**config.mk**
```make
export PLATFORM = sky130hd
export DESIGN_NAME = mem_stage_ctrl
export DESIGN_NICKNAME = d
export VERILOG_FILES = /design/src/rtl/mem_stage_ctrl.sv
export SDC_FILE = /design/constraint.sdc
export NUM_CORES = 1
export LEC_CHECK = 0
export ABC_CLOCK_PERIOD_IN_PS = 5100
export CAP_MARGIN = 10
export CORE_AREA = 2 2 123 125
export DETAILED_ROUTE_END_ITERATION = 16
export DIE_AREA = 0 0 125 127
export GPL_TIMING_DRIVEN = 1
export MAX_ROUTING_LAYER = met4
export PLACE_DENSITY = 0.67
export RECOVER_POWER = 25
export SLEW_MARGIN = 10
export SYNTH_ARGS = -nofsm -noshare
export SYNTH_HDL_FRONTEND = slang
export SYNTH_SLANG_ARGS = --single-unit
```
**constraint.sdc**
```tcl
create_clock -name clock -period 5.1 [get_ports clock]
set_input_delay 1.02 -clock clock [delete_from_list [all_inputs] [get_ports clock]]
set_output_delay 1.02 -clock clock [all_outputs]
set_load 0.005 [all_outputs]
```
**src/rtl/mem_stage_ctrl.sv**
```systemverilog
// rtl/mem_stage_ctrl.sv - MEM-stage controller: data-memory handshake, branch resolve, stall, MEM/WB register
//
// Purpose:
//   Consumes the latched EX/MEM bundle, issues data-memory requests with a
//   request/ready handshake, resolves the branch decision, freezes the
//   upstream pipeline while an access is outstanding and holds the MEM/WB
//   pipeline register that feeds write-back.
//
// Optional feature (macro MEM_MISALIGN_TRAP_EN):
//   defined   - accesses with resultadoALU[1:0] != 0 are trapped: no request,
//               no stall, the instruction becomes a MEM/WB bubble and
//               misalign_out pulses for one cycle.
//   undefined - low address bits pass through unchecked, misalign_out is 0.
//
// Ports:
//   clock, reset        rising-edge clock, synchronous active-high reset
//   resultadoSL2        branch target from EX/MEM
//   resultadoALU        ALU result / memory address
//   dadoR2              store data
//   rd                  destination register
//   regWrite, branch, memRead, memWrite, memtoReg, zero   EX/MEM control
//   mem_req, mem_we     memory request / write enable (combinational)
//   mem_addr, mem_wdata memory address / write data
//   mem_ready           memory completion pulse
//   mem_rdata           read data, valid with mem_ready
//   PCSrc               branch taken (branch & zero)
//   branch_target       branch destination
//   stall               freeze PC, IF/ID, ID/EX, EX/MEM
//   mem_err             sticky timeout error (registered)
//   misalign_out        misalignment pulse (registered)
//   dadoMem_out, resultadoALU_out, rd_out, regWrite_out, memtoReg_out  MEM/WB

module mem_stage_ctrl #(
  parameter int DATA_W     = 32,
  parameter int REG_ADDR_W = 5,
  parameter int TIMEOUT    = 15
) (
  input  logic                  clock,
  input  logic                  reset,
  input  logic [DATA_W-1:0]     resultadoSL2,
  input  logic [DATA_W-1:0]     resultadoALU,
  input  logic [DATA_W-1:0]     dadoR2,
  input  logic [REG_ADDR_W-1:0] rd,
  input  logic                  regWrite,
  input  logic                  branch,
  input  logic                  memRead,
  input  logic                  memWrite,
  input  logic                  memtoReg,
  input  logic                  zero,
  output logic                  mem_req,
  output logic                  mem_we,
  output logic [DATA_W-1:0]     mem_addr,
  output logic [DATA_W-1:0]     mem_wdata,
  input  logic                  mem_ready,
  input  logic [DATA_W-1:0]     mem_rdata,
  output logic                  PCSrc,
  output logic [DATA_W-1:0]     branch_target,
  output logic                  stall,
  output logic                  mem_err,
  output logic                  misalign_out,
  output logic [DATA_W-1:0]     dadoMem_out,
  output logic [DATA_W-1:0]     resultadoALU_out,
  output logic [REG_ADDR_W-1:0] rd_out,
  output logic                  regWrite_out,
  output logic                  memtoReg_out
);

  localparam logic [7:0] TIMEOUT_C = 8'(TIMEOUT);

  typedef enum logic [1:0] {
    IDLE  = 2'd0,
    WAIT  = 2'd1,
    ERROR = 2'd2
  } stateT;

  stateT      state, stateNext;
  logic [7:0] cnt, cntNext;

  logic access;
  logic misalign;
  logic accessEff;
  logic busy;

  assign access = memRead | memWrite;

`ifdef MEM_MISALIGN_TRAP_EN
  assign misalign = access & (resultadoALU[1:0] != 2'b00);
`else
  assign misalign = 1'b0;
`endif

  // A trapped access never reaches the memory, so it neither requests nor stalls.
  assign accessEff = access & ~misalign;
  assign busy      = (state == IDLE) | (state == WAIT);

  assign mem_req       = ~reset & accessEff & busy;
  assign mem_we        = mem_req & memWrite;
  assign mem_addr      = resultadoALU;
  assign mem_wdata     = dadoR2;
  assign stall         = (accessEff & busy & ~mem_ready) | (state == ERROR);

  assign PCSrc         = branch & zero;
  assign branch_target = resultadoSL2;

  always_comb begin
    stateNext = state;
    cntNext   = cnt;
    case (state)
      IDLE: begin
        if (accessEff && !mem_ready) begin
          stateNext = WAIT;
          cntNext   = 8'd1;
        end
      end
      WAIT: begin
        if (mem_ready) begin
          stateNext = IDLE;
          cntNext   = 8'd0;
        end else if (cnt == TIMEOUT_C) begin
          stateNext = ERROR;
        end else begin
          cntNext = cnt + 8'd1;
        end
      end
      ERROR: begin
        stateNext = ERROR;
      end
      default: begin
        stateNext = IDLE;
        cntNext   = 8'd0;
      end
    endcase
  end

  always_ff @(posedge clock) begin
    if (reset) begin
      state            <= IDLE;
      cnt              <= 8'd0;
      mem_err          <= 1'b0;
      misalign_out     <= 1'b0;
      dadoMem_out      <= '0;
      resultadoALU_out <= '0;
      rd_out           <= '0;
      regWrite_out     <= 1'b0;
      memtoReg_out     <= 1'b0;
    end else begin
      state <= stateNext;
      cnt   <= cntNext;
      if (stateNext == ERROR) begin
        mem_err <= 1'b1;
      end
      misalign_out <= misalign & ~stall;

      if (!stall && !misalign) begin
        resultadoALU_out <= resultadoALU;
        rd_out           <= rd;
        regWrite_out     <= regWrite;
        memtoReg_out     <= memtoReg;
        // A simultaneous read+write is treated as a write: no load data captured.
        if (memRead && !memWrite && mem_ready) begin
          dadoMem_out <= mem_rdata;
        end
      end else begin
        // Bubble: suppress write-back, keep the rest of MEM/WB unchanged.
        regWrite_out <= 1'b0;
        memtoReg_out <= 1'b0;
      end
    end
  end

endmodule

```
==> reports/summary.json, run 1 <==
{
  "run_status": {"value": "finished, final reports clean"},
  "rr_endpoint": {"value": "dadoMem_out[4]$_SDFFE_PP0P_"},
  "synth_async_sr_flop_share": {"value": 0, "unit": "%"},
  "muxShareOfSynthArea": {"value": 0, "unit": "%"},
  "worstPathCellList": {"value": "clkdlybuf4s50_1 -> nor2_1 -> o31a_2 -> inv_2 -> clkdlybuf4s50_1"},
  "tritoncts.num_buffers": {"value": 9},
  "largest_net_degree_at_the_start_of_global_routing": {"value": 77},
  "static-leakage-power": {"value": 1.927, "unit": "nW"},
  "netlist_area": {"value": 0.003740, "unit": "mm^2"},
  "tmin_final": {"value": 3.565, "unit": "ns"},
  "netlist_top_cells_area": {"value": "dfxtp_1, buf_4, nand2_1, a21oi_1, clkbuf_1"},
  "starting_density_of_the_core": {"value": 25.93, "unit": "%"},
  "fp.coreArea": {"value": 0.01442, "unit": "mm^2"},
  "post_route_cells_drive_above_1_share": {"value": 3.597, "unit": "%"},
  "count_of_flip_flops_with_a_built_in_enable_after_synthesis": {"value": 0},
  "cp_data_arrival_time": {"value": 2.54, "unit": "ns"},
  "synth_xor_area_share": {"value": 0, "unit": "%"},
  "synth_top_family_by_area": {"value": "buffers and inverters"},
  "hpwl": {"value": 7323, "unit": "um"},
  "top_layer": {"value": "met4"},
  "synthMostInstantiatedCell": {"value": "nand2_1"},
  "timing.final.hold_violations": {"value": 0},
  "clk_path_buf_depth": {"value": 2},
  "count_of_standard_cell_rows": {"value": 44},
  "fill_cells": {"value": 1468},
  "tns": {"value": 0, "unit": "ns"},
  "yosys_warnings": {"value": 0},
  "wirelength_met1": {"value": 3816, "unit": "um"},
  "reg2reg_depth": {"value": 4},
  "timing.setup.critical_path_class": {"value": "primary input to output pin"},
  "critPathMaxStageDelay": {"value": 0.51, "unit": "ns"},
  "globalRouteTotalUtil": {"value": 12.25, "unit": "%"},
  "areaGrowthSynthToFinish": {"value": 41.72, "unit": "%"},
  "post_cts_hold_buffer_count": {"value": 0},
  "crit_path_top_delay_cell": {"value": "clkdlybuf4s50_1"},
  "worstSetupEndpointType": {"value": "output pin"},
  "detail_route.iter0.violations": {"value": 89},
  "postRouteAntennaNets": {"value": 0},
  "htreeDepth": {"value": 3},
  "power_density": {"value": 300.0, "unit": "mW/mm^2"},
  "antennaDiodeCount": {"value": 0},
  "synth_compound_gate_area_share": {"value": 12.75, "unit": "%"},
  "vias_in_the_first_global_route": {"value": 3146},
  "finalClockSkew": {"value": 0.01155, "unit": "ns"},
  "wl": {"value": 9878, "unit": "um"},
  "synth-seq-cells": {"value": 82},
  "worst_r2r_startpoint": {"value": "state[0]$_SDFF_PP0_"},
  "max-cap-violations": {"value": 0},
  "fin_nets": {"value": 696},
  "synth_top_flop_cell": {"value": "dfxtp_1"},
  "syn_area_per_cell": {"value": 7.840, "unit": "um^2"},
  "report.final.setup_viol": {"value": 0},
  "crit_path_start_kind": {"value": "primary input"},
  "synth_nets": {"value": 620},
  "worstHoldEndpoint": {"value": "dadoMem_out[31]$_SDFFE_PP0P_"},
  "worst_pin_slew": {"value": 1.146, "unit": "ns"},
  "post-route-period-util": {"value": 69.90, "unit": "%"},
  "synth.yosys.seq_area_share": {"value": 43.89, "unit": "%"},
  "ys_top_cells_by_count": {"value": "nand2_1, buf_4, dfxtp_1"},
  "full_die_area": {"value": 0.01588, "unit": "mm^2"},
  "met3_wirelength": {"value": 885, "unit": "um"},
  "area_leader_netlist": {"value": "dfxtp_1"},
  "slew_headroom": {"value": 23.51, "unit": "%"},
  "vdd_drop_max": {"value": 0.0001573, "unit": "V"},
  "die_width": {"value": 125, "unit": "um"},
  "grt_setup_unrepaired": {"value": "no"},
  "final_cell_count_no_fill": {"value": 740},
  "critPathMaxFanout": {"value": 5},
  "post_cts.repair.setup_buffers": {"value": 0},
  "whs_path_depth": {"value": 2},
  "synth_largest_type_area_fraction": {"value": 43.89, "unit": "%"},
  "dp_cells": {"value": 726},
  "max_clock_freq": {"value": 0.2805, "unit": "GHz"},
  "detail_route.drc_violations": {"value": 0},
  "antenna_violations_before_repair": {"value": 0},
  "grt-ovfl-total": {"value": 0},
  "cts_tree": {"value": "yes"},
  "clock_sinks": {"value": 82},
  "final-max-slew-violation-count": {"value": 0},
  "synth_cells": {"value": 477},
  "die_boundary_height": {"value": 127, "unit": "um"},
  "drt_pass1_iterations": {"value": 4},
  "routed_via_density": {"value": 4.439},
  "path_clk_slew": {"value": 0.06, "unit": "ns"},
  "reg2reg_setup_slack": {"value": 3.12, "unit": "ns"},
  "cpMostUsedCell": {"value": "clkdlybuf4s50_1"},
  "hp-start": {"value": "dadoMem_out[31]$_SDFFE_PP0P_"},
  "clock_insertion_delay_worst_skew": {"value": 0.34, "unit": "ns"},
  "worstPathRequired": {"value": 4.08, "unit": "ns"},
  "synth_simple_gate_area_share": {"value": 19.77, "unit": "%"},
  "min-delay-path-class": {"value": "flop to flop"},
  "wl_per_cell": {"value": 13.35, "unit": "um"},
  "distinct_cell_type_count_of_the_synthesized_netlist": {"value": 32},
  "io_pins": {"value": 315},
  "met2WireLength": {"value": 4809, "unit": "um"},
  "post_cts_resized": {"value": 0},
  "finalWeightedCongestion": {"value": 0.7816},
  "numPortBuffers": {"value": 185},
  "vias": {"value": 3285},
  "fraction_of_the_mapped_netlist_area_in_adder_cells": {"value": 0.3346, "unit": "%"},
  "clock_tree.root_cell": {"value": "clkbuf_16"},
  "first_pass_grt_wire_length": {"value": 15250, "unit": "um"}
}
flip-flops by register name (all words and copies together) (netlist names):
name and count:
dadoMem_out 32, resultadoALU_out 32, cnt 8, rd_out 5, state 2, mem_err 1
memtoReg_out 1, regWrite_out 1
report_power, final:
| group | leakage [nW] | internal [mW] | switching, mW |
|---|---|---|---|
| registers | 0.672 | 0.670 | 0.0149 |
| logic | 1.10 | 0.142 | 0.0857 |
| clock network | 0.151 | 0.436 | 0.242 |
| total | 1.93 | 1.25 | 0.343 |
how the worst max path moves through the flow:
stage              start     to  cells after the start  slack, ns
6_report        memWrite  stall                      5       1.54
5_1_grt         memWrite  stall                      5       1.49
4_1_cts         memWrite  stall                      5       1.54
3_5_place_dp    memWrite  stall                      5       1.54
3_3_place_gp   mem_ready  stall                      4       1.56
2_1_floorplan  mem_ready  stall                      4       2.29
layout make-up:
| class | instances | area (um^2) | share of cell area (%) |
|---|---|---|---|
| clock buffers | 11 | 242.7 | 4.580 |
| clock inverters | 3 | 65.06 | 1.228 |
| inverters | 4 | 15.01 | 0.2833 |
| multi-input cells | 267 | 1229 | 23.18 |
| flip-flops and latches | 82 | 1642 | 30.97 |
| well taps | 184 | 230.2 | 4.344 |
| repair buffers | 189 | 1877 | 35.41 |
placed cells by master (no fill, tap or decap):
master           count
o21ai_0              5
dfxtp_1             82
bufinv_16            2
nor2b_1              1
o31ai_1              4
ha_1                 1
nand3_1              4
inv_2                1
buf_2                1
nor4_1               2
nor3_1               3
clkinv_2             1
o31a_2               1
clkdlybuf4s50_1    184
nand4b_1             1
nor2_1               5
o31a_1               1
nand4_1              2
and3_1               5
and2_1               3
a211oi_1             1
nand2_1            139
buf_4                4
conb_1               1
nor3b_1              1
and4b_1              1
a21oi_1             77
clkbuf_16            9
or4b_1               1
a31oi_1              1
inv_1                3
or4_1                3
or3_1                2
nand2b_1             1
o21ai_1              1
clkbuf_8             1
clkbuf_1             1
cell families (layout without fill, tap and decap cells):
kind of cell,after synthesis,in the layout
AOI/OAI and AO/OA,91,91
adders and majority gates,1,1
buffers and inverters,128,207
DFF,82,82
other,1,1
and+or+nand+nor,174,174
critical path: cells and delay by family:
family,cells,cell delay (ns)
buffers and inverters,3,1.08
AO/OA/AOI/OAI,1,0.34
AND/OR/NAND/NOR,1,0.10
stage by stage:
stage / instance area (um^2) / total power [mW] / hold slack, ns / util [%] / worst slack [ns]
final: 5300 / 1.590 / 0.4510 / 36.75 / 1.535
after global placement: 4997 / 0.9244 / 0.4409 / 34.65 / 1.559
after CTS: 5305 / 1.618 / 0.4548 / 36.78 / 1.538
after global routing: 5300 / 1.665 / 0.4725 / 36.75 / 1.491
after floorplan: 3740 / 0.8258 / 0.4527 / - / 2.288
after detailed placement: 4997 / 0.9292 / 0.4470 / 34.65 / 1.541
routing by layer:
metal | up-vias | global-route usage (%)
met3 | 43 | 4.648
met5 | - | -
met2 | 171 | 20.49
met4 | 0 | 7.190
li1 | 1604 | -
met1 | 1467 | 12.28
(Power assumes the default switching activity.)
==> run 2, diff against run 1 <==
--- a/config.mk
+++ b/config.mk
@@ -5,14 +5,14 @@
 export SDC_FILE = /design/constraint.sdc
 export NUM_CORES = 1
 export LEC_CHECK = 0
-export ABC_CLOCK_PERIOD_IN_PS = 5100
+export ABC_CLOCK_PERIOD_IN_PS = 3500
 export CAP_MARGIN = 10
-export CORE_AREA = 2 2 123 125
+export CORE_AREA = 2 2 122 124
 export DETAILED_ROUTE_END_ITERATION = 16
-export DIE_AREA = 0 0 125 127
+export DIE_AREA = 0 0 124 126
 export GPL_TIMING_DRIVEN = 1
 export MAX_ROUTING_LAYER = met4
-export PLACE_DENSITY = 0.67
+export PLACE_DENSITY = 0.68
 export RECOVER_POWER = 25
 export SLEW_MARGIN = 10
 export SYNTH_ARGS = -nofsm -noshare
==> constraint.sdc (replaced) <==
create_clock -name clock -period 3.5 [get_ports clock]
set_input_delay 0.7 -clock clock [delete_from_list [all_inputs] [get_ports clock]]
set_output_delay 0.7 -clock clock [all_outputs]
set_load 0.005 [all_outputs]
==> run 2 against run 1 <==
  * Wire length up 0.35%
  * Clock-buffer cell count grew 1
  * Combinational power up 47%
==> reports/summary.json, run 2 (synthesis gave the netlist of run 1 again) <==
{
  "run_status": {"value": "finished, final reports clean"},
  "finalWeightedCongestion": {"value": 0.7466},
  "hp-start": {"value": "resultadoALU_out[14]$_SDFFE_PP0N_"},
  "cts_tree": {"value": "yes"},
  "postRouteAntennaNets": {"value": 0},
  "worstHoldEndpoint": {"value": "resultadoALU_out[14]$_SDFFE_PP0N_"},
  "worstPathRequired": {"value": 2.80, "unit": "ns"},
  "tns": {"value": 0, "unit": "ns"},
  "worstPathCellList": {"value": "clkdlybuf4s50_1 -> o31a_2 -> inv_2 -> clkdlybuf4s50_1"},
  "largest_net_degree_at_the_start_of_global_routing": {"value": 77},
  "worstSetupEndpointType": {"value": "output pin"},
  "min-delay-path-class": {"value": "flop to flop"},
  "first_pass_grt_wire_length": {"value": 15170, "unit": "um"},
  "final-max-slew-violation-count": {"value": 0},
  "rr_endpoint": {"value": "cnt[0]$_SDFFE_PP0P_"},
  "post_route_cells_drive_above_1_share": {"value": 4.114, "unit": "%"},
  "tmin_final": {"value": 2.933, "unit": "ns"},
  "path_clk_slew": {"value": 0.05, "unit": "ns"},
  "die_width": {"value": 124, "unit": "um"},
  "critPathMaxStageDelay": {"value": 0.54, "unit": "ns"},
  "dp_cells": {"value": 727},
  "detail_route.iter0.violations": {"value": 146},
  "post_cts_hold_buffer_count": {"value": 0},
  "full_die_area": {"value": 0.01562, "unit": "mm^2"},
  "detail_route.drc_violations": {"value": 0},
  "wl_per_cell": {"value": 13.34, "unit": "um"},
  "layout.cell_area.non_filler": {"value": 0.005326, "unit": "mm^2"},
  "critPathMaxFanout": {"value": 8},
  "post-route-period-util": {"value": 83.81, "unit": "%"},
  "count_of_standard_cell_rows": {"value": 44},
  "cpMostUsedCell": {"value": "clkdlybuf4s50_1"},
  "drt_pass1_iterations": {"value": 4},
  "finalClockSkew": {"value": 0.007332, "unit": "ns"},
  "power_density": {"value": 441.3, "unit": "mW/mm^2"},
  "static-leakage-power": {"value": 1.932, "unit": "nW"},
  "wl": {"value": 9913, "unit": "um"},
  "timing.final.hold_violations": {"value": 0},
  "reg2reg_setup_slack": {"value": 1.73, "unit": "ns"},
  "die_boundary_height": {"value": 126, "unit": "um"},
  "report.final.setup_viol": {"value": 0},
  "grt_setup_unrepaired": {"value": "no"},
  "crit_path_top_delay_cell": {"value": "clkdlybuf4s50_1"},
  "clk_path_buf_depth": {"value": 2},
  "final_cell_mix": {"value": "clkdlybuf4s50_1, nand2_1, dfxtp_1"},
  "slew_headroom": {"value": 44.65, "unit": "%"},
  "timing.hold.ws": {"value": 0.4506, "unit": "ns"},
  "grt-ovfl-total": {"value": 0},
  "vias": {"value": 3189},
  "post_cts.repair.setup_buffers": {"value": 0},
  "fp.coreArea": {"value": 0.01431, "unit": "mm^2"},
  "clock_tree.root_cell": {"value": "clkbuf_16"},
  "max_clock_freq": {"value": 0.3409, "unit": "GHz"},
  "worst_r2r_startpoint": {"value": "cnt[0]$_SDFFE_PP0P_"},
  "io_pins": {"value": 315},
  "max-cap-violations": {"value": 0},
  "cell_area_placed": {"value": 0.005005, "unit": "mm^2"},
  "crit_buf_inv": {"value": 3},
  "fill_cells": {"value": 1522},
  "biggestRegsByFlops": {"value": "dadoMem_out: 32 flops, resultadoALU_out: 32 flops, cnt: 8 flops"},
  "hpwl": {"value": 7038, "unit": "um"},
  "numPortBuffers": {"value": 185},
  "tritoncts.num_buffers": {"value": 9},
  "clock_sinks": {"value": 82},
  "final_cell_count_no_fill": {"value": 743},
  "critPathTopFamily": {"value": "buffers and inverters"},
  "whs_path_depth": {"value": 2},
  "antennaDiodeCount": {"value": 0},
  "starting_density_of_the_core": {"value": 26.13, "unit": "%"},
  "antenna_violations_before_repair": {"value": 0},
  "clock_insertion_delay_worst_skew": {"value": 0.34, "unit": "ns"},
  "cp_data_arrival_time": {"value": 2.23, "unit": "ns"},
  "routed_via_density": {"value": 4.292},
  "finish.utilization": {"value": 37.21, "unit": "%"},
  "reg2reg_depth": {"value": 5},
  "areaGrowthSynthToFinish": {"value": 42.42, "unit": "%"},
  "fin_nets": {"value": 697},
  "vdd_drop_max": {"value": 0.0001682, "unit": "V"},
  "most_common_cell_after_layout_fill_and_taps_aside": {"value": "clkdlybuf4s50_1"},
  "vias_in_the_first_global_route": {"value": 2893},
  "timing.setup.critical_path_class": {"value": "primary input to output pin"},
  "worst_pin_slew": {"value": 0.8303, "unit": "ns"},
  "post_cts_resized": {"value": 0},
  "globalRouteTotalUtil": {"value": 13.03, "unit": "%"},
  "crit_path_start_kind": {"value": "primary input"},
  "htreeDepth": {"value": 3}
}
[run 2: final cells by class]
cell class                      instances  area, um^2  area share, %
Timing Repair Buffer                  190        1884          35.38
Clock inverter                          4       75.07          1.409
Sequential cell                        82        1642          30.82
Inverter                                4       15.01         0.2819
Tap cell                              184       230.2          4.322
Clock buffer                           12       246.5          4.628
Multi-Input combinational cell        267        1234          23.16
[run 2: worst max-delay path by stage]
stage                    from  endpoint  cells past startpoint  slack, ns
global route        mem_ready     stall                      4       0.51
detailed placement  mem_ready     stall                      4       0.56
floorplan           mem_ready     stall                      4       1.33
global placement    mem_ready     stall                      4       0.58
finish              mem_ready     stall                      4       0.57
CTS                 mem_ready     stall                      4       0.56
[run 2: metrics by stage]
| stage | worst slack (ns) | power [mW] |
|---|---|---|
| 2_1_floorplan | 1.328 | 1.203 |
| 3_3_place_gp | 0.5785 | 1.353 |
| 3_5_place_dp | 0.5603 | 1.356 |
| 4_1_cts | 0.5602 | 2.399 |
| 5_1_grt | 0.5066 | 2.477 |
| 6_report | 0.5666 | 2.350 |
[run 2: report_power, final]
| group | internal [mW] | switching, mW | total (mW) |
|---|---|---|---|
| sequential | 0.976 | 0.0197 | 0.995 |
| clock | 0.645 | 0.377 | 1.02 |
| combinational | 0.207 | 0.126 | 0.333 |
| total | 1.83 | 0.522 | 2.35 |
[run 2: routing by layer]
metal / up-vias / wire length, um / GRT usage, %
met5: - / 0 / -
met4: 0 / 288 / 7.006
met3: 30 / 816 / 3.759
met2: 135 / 4832 / 21.36
met1: 1415 / 3976 / 14.08
li1: 1609 / - / -
[run 2: worst reg2reg max path, stage by stage (launching register included)]
cell	delay, ns
dfxtp_1	0.34
ha_1	0.25
and3_1	0.20
and3_1	0.28
or4b_1	0.50
a21oi_1	0.12
